[config.mk]
export PLATFORM = sky130hd
export DESIGN_NAME = bldc_pwm_commutator
export DESIGN_NICKNAME = d
export VERILOG_FILES = /design/src/rtl/bldc_pwm_commutator.sv
export SDC_FILE = /design/constraint.sdc
export NUM_CORES = 1
export LEC_CHECK = 0
export ABC_CLOCK_PERIOD_IN_PS = 2000
export CAP_MARGIN = 20
export CORE_AREA = 2 2 103 105
export DETAILED_ROUTE_END_ITERATION = 8
export DIE_AREA = 0 0 105 107
export PLACE_DENSITY = 0.69
export REMOVE_ABC_BUFFERS = 1
export SYNTH_ARGS = -nofsm -noshare
export SYNTH_HDL_FRONTEND = slang
export SYNTH_SLANG_ARGS = --single-unit
[constraint.sdc]
create_clock -name clk -period 2 [get_ports clk]
set_clock_uncertainty 0.05 [all_clocks]
set_input_delay 0.3 -clock clk [delete_from_list [all_inputs] [get_ports clk]]
set_output_delay 0.3 -clock clk [all_outputs]
set_load 0.01 [all_outputs]
[src/rtl/bldc_pwm_commutator.sv]
// Three-phase BLDC gate driver: counter-compare PWM, filtered Hall
// commutation, per-switch dead time, invalid-Hall fault, period capture.
module bldc_pwm_commutator #(
    parameter int PWM_W     = 8,
    parameter int DT_W      = 4,
    parameter int HALL_FILT = 3,
    parameter int PER_W     = 16
) (
    input  logic             clk,
    input  logic             rst_n,
    input  logic             pwm_en,
    input  logic [PWM_W-1:0] duty,
    input  logic [DT_W-1:0]  dead_time,
    input  logic             dir,
    input  logic [2:0]       hall,
    output logic             pwm_out,
    output logic             AP,
    output logic             BP,
    output logic             CP,
    output logic             AN,
    output logic             BN,
    output logic             CN,
    output logic             fault,
    output logic [PER_W-1:0] comm_period,
    output logic             comm_stb
);

    localparam int FW = $clog2(HALL_FILT + 1);
    localparam logic [FW-1:0]    FILT_N  = FW'(HALL_FILT);
    localparam logic [PWM_W-1:0] CNT_MAX = '1;
    localparam logic [PER_W-1:0] PER_MAX = '1;

    localparam logic [1:0] R_F = 2'd0;
    localparam logic [1:0] R_H = 2'd1;
    localparam logic [1:0] R_L = 2'd2;

    // PWM state
    logic [PWM_W-1:0] cnt_q, cnt_d;
    logic [PWM_W-1:0] duty_sh_q, duty_sh_d;
    logic             en_prev_q;
    logic             pwm_q, pwm_d;

    // Hall path state
    logic [2:0]    s1_q, s2_q;
    logic [2:0]    cand_q;
    logic [FW-1:0] fcnt_q, fcnt_d;
    logic [2:0]    hall_q, hall_d;
    logic          accept;
    logic          valid_new;
    logic          comm_acc;
    logic          fault_set;

    // Period / fault state
    logic [PER_W-1:0] per_q, per_d;
    logic [PER_W-1:0] period_q;
    logic             stb_q;
    logic             fault_q;

    // Phase roles and switch requests (0..2 = A,B,C high side, 3..5 low side)
    logic [1:0]            role [3];
    logic                  gate_en;
    logic [5:0]            sw_req;
    logic [5:0][DT_W-1:0]  dt_q;
    logic [5:0]            gate_q;

    // PWM counter, duty shadow and compare
    always_comb begin
        cnt_d     = '0;
        duty_sh_d = duty_sh_q;
        pwm_d     = 1'b0;
        if (pwm_en) begin
            cnt_d = cnt_q + 1'b1;
            if (cnt_q == CNT_MAX || !en_prev_q) begin
                duty_sh_d = duty;
            end
            pwm_d = duty_sh_q > cnt_q;
        end
    end

    // PWM registers
    always_ff @(posedge clk or negedge rst_n) begin
        if (!rst_n) begin
            cnt_q     <= '0;
            duty_sh_q <= '0;
            en_prev_q <= 1'b0;
            pwm_q     <= 1'b0;
        end else begin
            cnt_q     <= cnt_d;
            duty_sh_q <= duty_sh_d;
            en_prev_q <= pwm_en;
            pwm_q     <= pwm_d;
        end
    end

    // Hall filter: accept a code after HALL_FILT matching synchronized samples
    always_comb begin
        if (s2_q == cand_q) begin
            fcnt_d = (fcnt_q == FILT_N) ? fcnt_q : fcnt_q + 1'b1;
        end else begin
            fcnt_d = FW'(1);
        end
        accept    = (fcnt_d == FILT_N);
        hall_d    = accept ? s2_q : hall_q;
        valid_new = (s2_q != 3'b000) && (s2_q != 3'b111);
        comm_acc  = accept && (s2_q != hall_q) && valid_new;
        fault_set = accept && (s2_q != hall_q) && !valid_new && pwm_en;
        if (comm_acc) begin
            per_d = PER_W'(1);
        end else begin
            per_d = (per_q == PER_MAX) ? per_q : per_q + 1'b1;
        end
    end

    // Hall synchronizer, filter, period capture and sticky fault
    always_ff @(posedge clk or negedge rst_n) begin
        if (!rst_n) begin
            s1_q     <= 3'b000;
            s2_q     <= 3'b000;
            cand_q   <= 3'b000;
            fcnt_q   <= '0;
            hall_q   <= 3'b000;
            per_q    <= '0;
            period_q <= '0;
            stb_q    <= 1'b0;
            fault_q  <= 1'b0;
        end else begin
            s1_q   <= hall;
            s2_q   <= s1_q;
            cand_q <= s2_q;
            fcnt_q <= fcnt_d;
            hall_q <= hall_d;
            per_q  <= per_d;
            stb_q  <= comm_acc;
            if (comm_acc) begin
                period_q <= per_q;
            end
            if (!pwm_en) begin
                fault_q <= 1'b0;
            end else if (fault_set) begin
                fault_q <= 1'b1;
            end
        end
    end

    // Forward role table; invalid codes float every phase
    always_comb begin
        for (int i = 0; i < 3; i++) begin
            role[i] = R_F;
        end
        unique case (hall_q)
            3'b001: begin role[0] = R_F; role[1] = R_L; role[2] = R_H; end
            3'b010: begin role[0] = R_L; role[1] = R_H; role[2] = R_F; end
            3'b100: begin role[0] = R_H; role[1] = R_F; role[2] = R_L; end
            3'b011: begin role[0] = R_L; role[1] = R_F; role[2] = R_H; end
            3'b101: begin role[0] = R_H; role[1] = R_L; role[2] = R_F; end
            3'b110: begin role[0] = R_F; role[1] = R_H; role[2] = R_L; end
            default: ;
        endcase
    end

    // Switch requests; reverse direction swaps high and low roles
    always_comb begin
        gate_en = pwm_en && !fault_q && pwm_q;
        sw_req  = '0;
        for (int i = 0; i < 3; i++) begin
            sw_req[i]   = gate_en && (role[i] == (dir ? R_L : R_H));
            sw_req[i+3] = gate_en && (role[i] == (dir ? R_H : R_L));
        end
    end

    // Dead time: off immediately, on after dead_time steady request cycles
    always_ff @(posedge clk or negedge rst_n) begin
        if (!rst_n) begin
            dt_q   <= '0;
            gate_q <= '0;
        end else begin
            for (int i = 0; i < 6; i++) begin
                if (!sw_req[i]) begin
                    dt_q[i]   <= '0;
                    gate_q[i] <= 1'b0;
                end else if (dt_q[i] >= dead_time) begin
                    gate_q[i] <= 1'b1;
                end else begin
                    dt_q[i] <= dt_q[i] + 1'b1;
                end
            end
        end
    end

    assign pwm_out     = pwm_q;
    assign AP          = ~gate_q[0];
    assign BP          = ~gate_q[1];
    assign CP          = ~gate_q[2];
    assign AN          = gate_q[3];
    assign BN          = gate_q[4];
    assign CN          = gate_q[5];
    assign fault       = fault_q;
    assign comm_period = period_q;
    assign comm_stb    = stb_q;

endmodule

Yosys cells after proc, flatten, opt, wreduce, memory -nomap -nowiden
Cells that the tools add are included.
- bits in registers: 96
- bits in latches: 0
- RAM bits: 0
- memory bits (read-only): 0
- bits of input ports: 19
- word-level logic and storage cells: 131
- memories kept: 0
- add/subtract/negate cells: 9
- $mul: 0
- divide/modulo/power cells: 0
- magnitude comparators: 7
- eq/ne operators: 33
- shift operators: 0
- muxes and demuxes: 35
- bitwise gates (word level): 3
- reduce and logical (&&, ||, !) cells: 19
- operators with widths (operator ; count):
    2-to-1 mux 4 bit ; 12
    case mux 6 bit (6 select lines) ; 1
    2-to-1 mux 16 bit ; 2
    adder 4 x 1 -> 4 bit, second input constant ; 6
    greater-or-equal comparator 4 bit ; 6
    adder 16 x 1 -> 16 bit, second input constant ; 1
    equality test 16 bit, second input constant ; 1
    2-to-1 mux 1 bit ; 15
    != test 2 x 1 -> 1 bit, second input constant ; 7
    != test 2 bit, second input constant ; 7
    logical AND 1 bit ; 13
    equality test 2 bit ; 6
    equality test 3 bit, second input constant ; 3
    adder 8 x 1 -> 8 bit, second input constant ; 1
    equality test 8 bit, second input constant ; 1
    greater-than comparator 8 bit ; 1
    2-to-1 mux 2 bit ; 4
    2-to-1 mux 8 bit ; 1
    equality test 3 x 2 -> 1 bit, second input constant ; 2
    equality test 2 bit, second input constant ; 2
    equality test 3 x 1 -> 1 bit, second input constant ; 1
    equality test 3 bit ; 1
    logical NOT 1 bit ; 3
    != test 3 bit ; 1
    other kinds (6) ; 8

Logic depth before layout (Yosys ltp)
Gate-level depths: netlist of run 1.
- depth in word-level cells: 9
- mapped depth: 7

Least setup slack after synthesis of run 1
OpenSTA, ideal clock, no wires.
- path type: reg2reg
- from: reg s2_q[0]
- to: reg period_q[4] (netlist: comm_period[4])
- setup time: 0.125 ns
- arrival: 1.642 ns
- required time: 1.825 ns
- path slack: 0.183 ns
- stages on the path, launching flop included: 7
- path buffers: 1
- clock period less this slack: 1.817 ns
- path through: dfrtp_1 > xor2_1 > nor3_4 > o311ai_4 > nor2_4 > buf_6 > mux2_4
- longest elaborated chain between the ends: 5
- RTL lines (item ; line ; source):
    from (decl) ; 44 ; logic [2:0] s1_q, s2_q;
    from (signal assigned) ; 128 ; s2_q <= s1_q;
    equality test 3 bit ; 97 ; if (s2_q == cand_q) begin
    2-to-1 mux 2 bit ; 97 ;
    equality test 2 bit ; 102 ; accept = (fcnt_d == FILT_N);
    logical AND 1 bit ; 105 ; comm_acc = accept && (s2_q != hall_q) && valid_new;
    logical AND 1 bit * ; 105 ;
    to (signal assigned) ; 135 ; period_q <= per_q;
    to (decl) ; 55 ; logic [PER_W-1:0] period_q;
Every way passes the cells marked *; elsewhere a longest branch is shown, timed or not.
A chain may end at the register's enable or synchronous reset.

Final worst setup path of run 1
- from: in dead_time[3]
- to: reg dt_q[15] in the netlist's numbering
- longest elaborated chain between the ends: 2
- RTL lines (item ; line ; source):
    from (decl) ; 13 ; input logic [DT_W-1:0] dead_time,
    greater-or-equal comparator 4 bit ; 181 ; end else if (dt_q[i] >= dead_time) begin
    != test 2 bit (no line) ; - ;
    to (signal, indexed assignment) ; 184 ; dt_q[i] <= dt_q[i] + 1'b1;
    to (decl) ; 63 ; logic [5:0][DT_W-1:0] dt_q;
No other way between the ends.

==> flow_summary_export.csv, run 1 <==
group,metric,value,unit
status,status,"complete, no violations",
clocking,cts_tree,"yes",
critical_path,crit_fanout,6,
floorplan,start_util,48.9,%
clocking,clock_path_buffers,2,
synth,synth_top_area_cell,"dfrtp_1",
timing,finalCriticalPeriod,1.91,ns
place,place_ws,-0.238,ns
drt,via_per_inst,5.12,
global_routing,antenna_found_initial,0,
timing,timing.fmax,523,MHz
synth,synth_edf_count,0,
drt,drcViolationCount,0,
timing,worst_slew_pin_slew,0.580,ns
clocking,clkTransAtPathRegs,0.09,ns
critical_path,crit_path_start_kind,"primary input",
clocking,cts.htree.levels,3,
synth,synth_area,4930,µm²
drt,detail-route-antenna-nets,0,
critical_path,crit_path_frequent_cell,"a21oi_1",
floorplan,die_h,107,µm
timing,hold_violations,0,
timing,setup_ws,0.0882,ns
critical_path,crit_chain,"clkdlybuf4s50_1 -> inv_1 -> ha_1 -> a21oi_1 -> o21ai_1 -> or3_1 -> a21oi_1",
place,gp_congestion,0.757,
job,max_cap_violations,0,
critical_path,crit_start,"dead_time[3]",
global_routing,grt_pass1_wl,15.6,mm
clocking,cts-root-buf,"clkbuf_8",
floorplan,die_w,105,µm
min_path,hold_class,"flop to flop",
place,hpwl,6.21,mm
synth,synth_warnings,0,
floorplan,coreArea,10100,µm²
global_routing,grt_pass1_vias,3465,
floorplan,rows,37,
power,power_leakage,0.00266,µW
min_path,min_from,"s1_q[1]$_DFF_PN0_",
floorplan,ios,44,
synth,yosysUniqueCellTypes,45,
drt,finalWirelength,9.05,mm
drt,drt_iter0_markers,117,
timing,maxSlewHeadroom,60.9,%
synth,synth_cells,439,
critical_path,crit_arrival,2.14,ns
global_routing,track_usage,17.1,%
clocking,clock-sinks,96,
place,port_buffers,43,
clocking,cts_buffers,9,
critical_path,r2r_start,"per_q[0]$_DFFE_PN0P_",
critical_path,critPathBufInv,2,
synth,synthTopCellsByArea,"dfrtp_1, ha_1, mux2_4",
drt,wl_per_cell,13.9,µm
critical_path,end_kind,"flop",
power,powerDensity,790,nW/µm²
drt,via_count,3334,
timing,final_max_slew_viol_count,0,
critical_path,ff2ff_setup_slack,0.14,ns
final_layout,diodes,0,
synth,syn_area_per_cell,11.2,µm²
power,ir_worst_vdd,0.494,mV
final_layout,syn2layout_area_growth,20.0,%
critical_path,cp_slowest_stage_delay,0.45,ns
critical_path,crit_type,"primary input to flop",
critical_path,critPathRequiredTime,2.23,ns
floorplan,dieArea,11200,µm²
synth,seq_area_frac_synth,48.7,%
final_layout,final_nets,569,
critical_path,slowest_stage,"clkdlybuf4s50_1",
synth,yosysMostFrequentCell,"dfrtp_1",
synth,yosysTopAreaCellShare,48.7,%
clocking,worstSkewPairLatency,0.35,ns
synth,synthArstFlopShare,100,%
timing,finalSetupViolations,0,
synth,ys_ff_latch,96,
global_routing,grt_max_degree,97,
final_layout,layout-drive-gt1-share,15.0,%
drt,dr.pass1.iters,4,
timing,period_share,95.6,%
critical_path,path_delay_family,"buffers and inverters",
global_routing,grt-ovfl-total,0,
synth,synth_common_cells,"dfrtp_1, nor2_1, ha_1, a21oi_1, inv_1",
timing,holdWs,0.304,ns
synth,ys.flop_type,"dfrtp_1",
==> placed cells by master, fill, tap and decap left out, types with 2 or more instances in the layout <==
master | Yosys | layout
clkdlybuf4s50_1 | 0 | 42
o211ai_1 | 6 | 6
o21ai_0 | 15 | 14
inv_1 | 23 | 23
clkbuf_8 | 1 | 10
a211oi_1 | 5 | 5
or3_1 | 6 | 6
clkbuf_1 | 2 | 2
nand3_1 | 16 | 16
nand2b_1 | 8 | 8
o21ai_1 | 6 | 7
nand4_1 | 4 | 4
a21oi_1 | 23 | 22
and3_1 | 10 | 9
xnor2_1 | 21 | 21
buf_12 | 1 | 2
dfrtp_1 | 96 | 96
nor2b_1 | 3 | 3
mux2i_1 | 8 | 8
ha_1 | 40 | 40
mux2_2 | 14 | 14
and2_1 | 8 | 8
buf_4 | 1 | 24
nor3b_1 | 6 | 6
nor2_1 | 45 | 45
and3b_1 | 6 | 6
bufinv_16 | 0 | 2
mux2_4 | 13 | 13
o21a_1 | 3 | 3
nand2_1 | 17 | 16
xor2_1 | 14 | 14
==> state kept, by name (all words and copies together), names as in the netlist <==
name         count
cand_q           3
cnt_q            8
comm_period     16
comm_stb         1
dt_q            24
duty_sh_q        8
en_prev_q        1
fault            1
fcnt_q           2
gate_q           6
hall_q           3
per_q           16
pwm_out          1
s1_q             3
s2_q             3
==> kinds of logic after synthesis <==
kind of cell    count (synthesis)  synth area share (%)
simple gates                  136                  14.5
flops                          96                  48.7
compound gates                 65                  8.35
fa+ha+maj                      40                  10.1
xor+xnor                       35                  6.22
mux                            35                  8.78
buf+inv                        32                  3.27
==> cell type report <==
cell class	count	area, µm²
tap	136	170
inverter	23	86.3
sequential	96	2400
clock buffer	12	145
fill	866	4170
multi-input combinational	311	2390
clock inverter	4	76.3
timing repair buffer	69	651
==> per-stage QoR <==
stage	instances	setup TNS [ns]	util [%]	instance area [µm²]	total power, µW
finish	651	0	58.7	5920	4680
global route	651	-0.00309	58.7	5920	4950
CTS	651	0	58.5	5900	4740
detailed placement	634	-3.03	56.2	5670	3310
global placement	634	-1.85	56.2	5670	3280
floorplan	430	-1.76	-	4860	2910
==> power by group <==
group / switching, µW / internal (µW)
sequential: 180 / 2140
clock: 664 / 745
combinational: 421 / 532
==> timing repair <==
action,in CTS,in global routing
hold buffers,1,0
setup buffers,0,0
setup endpoints to repair,0,14
endpoints found under the hold margin,96,0
gates resized for setup,0,5
==> final timing paths <==
kind                                             end  cells past startpoint
worst max-delay path            dt_q[15]$_DFFE_PN0P_                      7
worst min-delay path               s2_q[1]$_DFF_PN0_                      0
worst max register to register  per_q[2]$_DFFE_PN0P_                      7
worst min register to register     s2_q[1]$_DFF_PN0_                      0
max in group asynchronous       per_q[2]$_DFFE_PN0P_                      3
min in group asynchronous       dt_q[23]$_DFFE_PN0P_                      3
==> layer usage <==
| layer | vias up | part of all wire (%) | track usage, % |
|---|---|---|---|
| met3 | 14 | 2.1 | 2.80 |
| met5 | - | 0 | 0 |
| met2 | 39 | 49 | 29.0 |
| met4 | 0 | 1.5 | 6.95 |
| li1 | 1662 | - | - |
| met1 | 1619 | 48 | 21.9 |
Note: power is estimated with default switching activity, not from simulation.
==> run 2, diff against run 1 <==
CORE_AREA = 2 2 79 137   (was 2 2 103 105)
DIE_AREA = 0 0 81 139   (was 0 0 105 107)
==> flow_summary_export.csv, run 2 (same netlist as run 1, synthesis figures left out) <==
group,metric,value,unit
critical_path,crit_path_start_kind,"primary input",
power,ir_worst_vdd,0.714,mV
clocking,cts_tree,"yes",
global_routing,met2_usage,32.4,%
critical_path,critPathRequiredTime,2.22,ns
power,clkPwrFrac,32.2,%
clocking,worstSkewPairLatency,0.35,ns
floorplan,die_w,81,µm
timing,final_max_slew_viol_count,0,
drt,finalWirelength,9.41,mm
floorplan,die_h,139,µm
global_routing,met3_usage,4.69,%
power,power.switching,1350,µW
final_layout,final_nets,571,
drt,wl_per_cell,14.6,µm
drt,via_per_inst,5.30,
final_layout,mostFrequentLayoutCell,"dfrtp_1",
power,p_int,3510,µW
power,design_power_total,4850,µW
drt,drcViolationCount,0,
place,gp_congestion,0.737,
global_routing,grt_pass1_wl,16.2,mm
clocking,cts.htree.levels,3,
drt,detail-route-antenna-nets,0,
floorplan,ios,44,
drt,dr.pass1.iters,6,
power,powerDensity,813,nW/µm²
global_routing,grtUsageMet1,20.4,%
clocking,cts-root-buf,"clkbuf_16",
critical_path,end_kind,"flop",
final_layout,syn2layout_area_growth,21.1,%
drt,drt_iter0_markers,103,
floorplan,dieArea,11300,µm²
place,port_buffers,43,
power,p_comb_share,19.4,%
global_routing,grt_max_degree,40,
min_path,hold_class,"flop to flop",
place,hpwl,6.68,mm
timing,maxSlewHeadroom,73.2,%
floorplan,coreArea,10200,µm²
global_routing,busiest_layer,"met2",
critical_path,crit_arrival,2.14,ns
final_layout,post-route-util,58.7,%
global_routing,antenna_found_initial,0,
job,max_cap_violations,0,
timing,timing.fmax,520,MHz
power,power_leakage,0.00269,µW
floorplan,rows,49,
final_layout,layout_common_cells,"dfrtp_1, nor2_1, clkdlybuf4s50_1, ha_1, buf_4",
drt,via_count,3414,
final_layout,fin_cells,644,
power,switching_share,27.7,%
timing,finalCriticalPeriod,1.92,ns
timing,hold_violations,0,
global_routing,grt_pass1_vias,3602,
clocking,clock_path_buffers,2,
floorplan,start_util,48.5,%
final_layout,top_register,"dt_q",
timing,holdWs,0.305,ns
final_layout,diodes,0,
place,dp.cells,625,
timing,worst_slew_pin_slew,0.402,ns
timing,rsz0062_at_grt,"false",
final_layout,layout-drive-gt1-share,15.1,%
status,status,"complete, no violations",
clocking,clkTransAtPathRegs,0.07,ns
clocking,cts_buffers,9,
global_routing,grt-ovfl-total,0,
final_layout,largest_reg_flops,24,
power,pwr-share-seq,48.4,%
critical_path,crit_type,"primary input to flop",
place,dpl_cell_area,5660,µm²
timing,finalSetupViolations,0,
global_routing,track_usage,18.4,%
critical_path,crit_fanout,6,
timing,period_share,96.2,%
final_layout,final_area,5970,µm²
clocking,clock-sinks,96,
## run 2: metrics by stage
stage	TNS, ns	worst slack [ns]
3_5_place_dp	-2.76	-0.253
5_1_grt	0	0.00356
6_report	0	0.0751
4_1_cts	0	0.0488
2_1_floorplan	-1.76	-0.154
3_3_place_gp	-1.80	-0.177
## run 2: final cells by class
| type | count | area [µm²] |
|---|---|---|
| Clock inverter | 5 | 33.8 |
| Fill cell | 910 | 4200 |
| Multi-Input combinational cell | 311 | 2380 |
| Sequential cell | 96 | 2400 |
| Tap cell | 127 | 159 |
| Inverter | 23 | 86.3 |
| Timing Repair Buffer | 71 | 683 |
| Clock buffer | 11 | 233 |
## run 2: critical path, stage by stage
cell and delay [ns]:
clkdlybuf4s50_1 0.40, buf_4 0.16, ha_1 0.29, nand2b_1 0.18, a21oi_2 0.19, o21ai_1 0.11, or3_1 0.35, a21oi_1 0.16
## run 2: power by group through the flow
stage	Clock, µW	Sequential [µW]	Combinational (µW)
3_3_place_gp	0	2360	910
6_report	1560	2350	941
3_5_place_dp	0	2380	941
4_1_cts	1630	2350	951
2_1_floorplan	0	2360	550
5_1_grt	1710	2380	1050
## run 2: per-layer routing
metal  up-vias  routed length [µm]
met4         0                 187
met2        52                5110
met3        13                 281
li1       1671                   -
met5         -                   0
met1      1678                3830
## run 2: path summary, 6_finish.rpt
check	startpoint	endpoint	slack [ns]	cells past startpoint
min in group asynchronous	rst_n	gate_q[3]$_DFFE_PN0P_	0.37	2
worst max register to register	s2_q[0]$_DFF_PN0_	comm_period[8]$_DFFE_PN0P_	0.09	6
worst min register to register	s1_q[2]$_DFF_PN0_	s2_q[2]$_DFF_PN0_	0.30	0
worst min-delay path	s1_q[2]$_DFF_PN0_	s2_q[2]$_DFF_PN0_	0.30	0
worst max-delay path	dead_time[0]	dt_q[23]$_DFFE_PN0P_	0.08	8
max in group asynchronous	rst_n	comm_period[2]$_DFFE_PN0P_	0.92	3
## run 2: repair_timing
| item | 4_1_cts | 5_1_grt |
|---|---|---|
| endpoints found under the hold margin | 27 | 0 |
| hold buffers | 1 | 0 |
| setup endpoints to repair | 0 | 4 |
| gates resized for setup | 0 | 2 |
| buffers inserted | 0 | 1 |
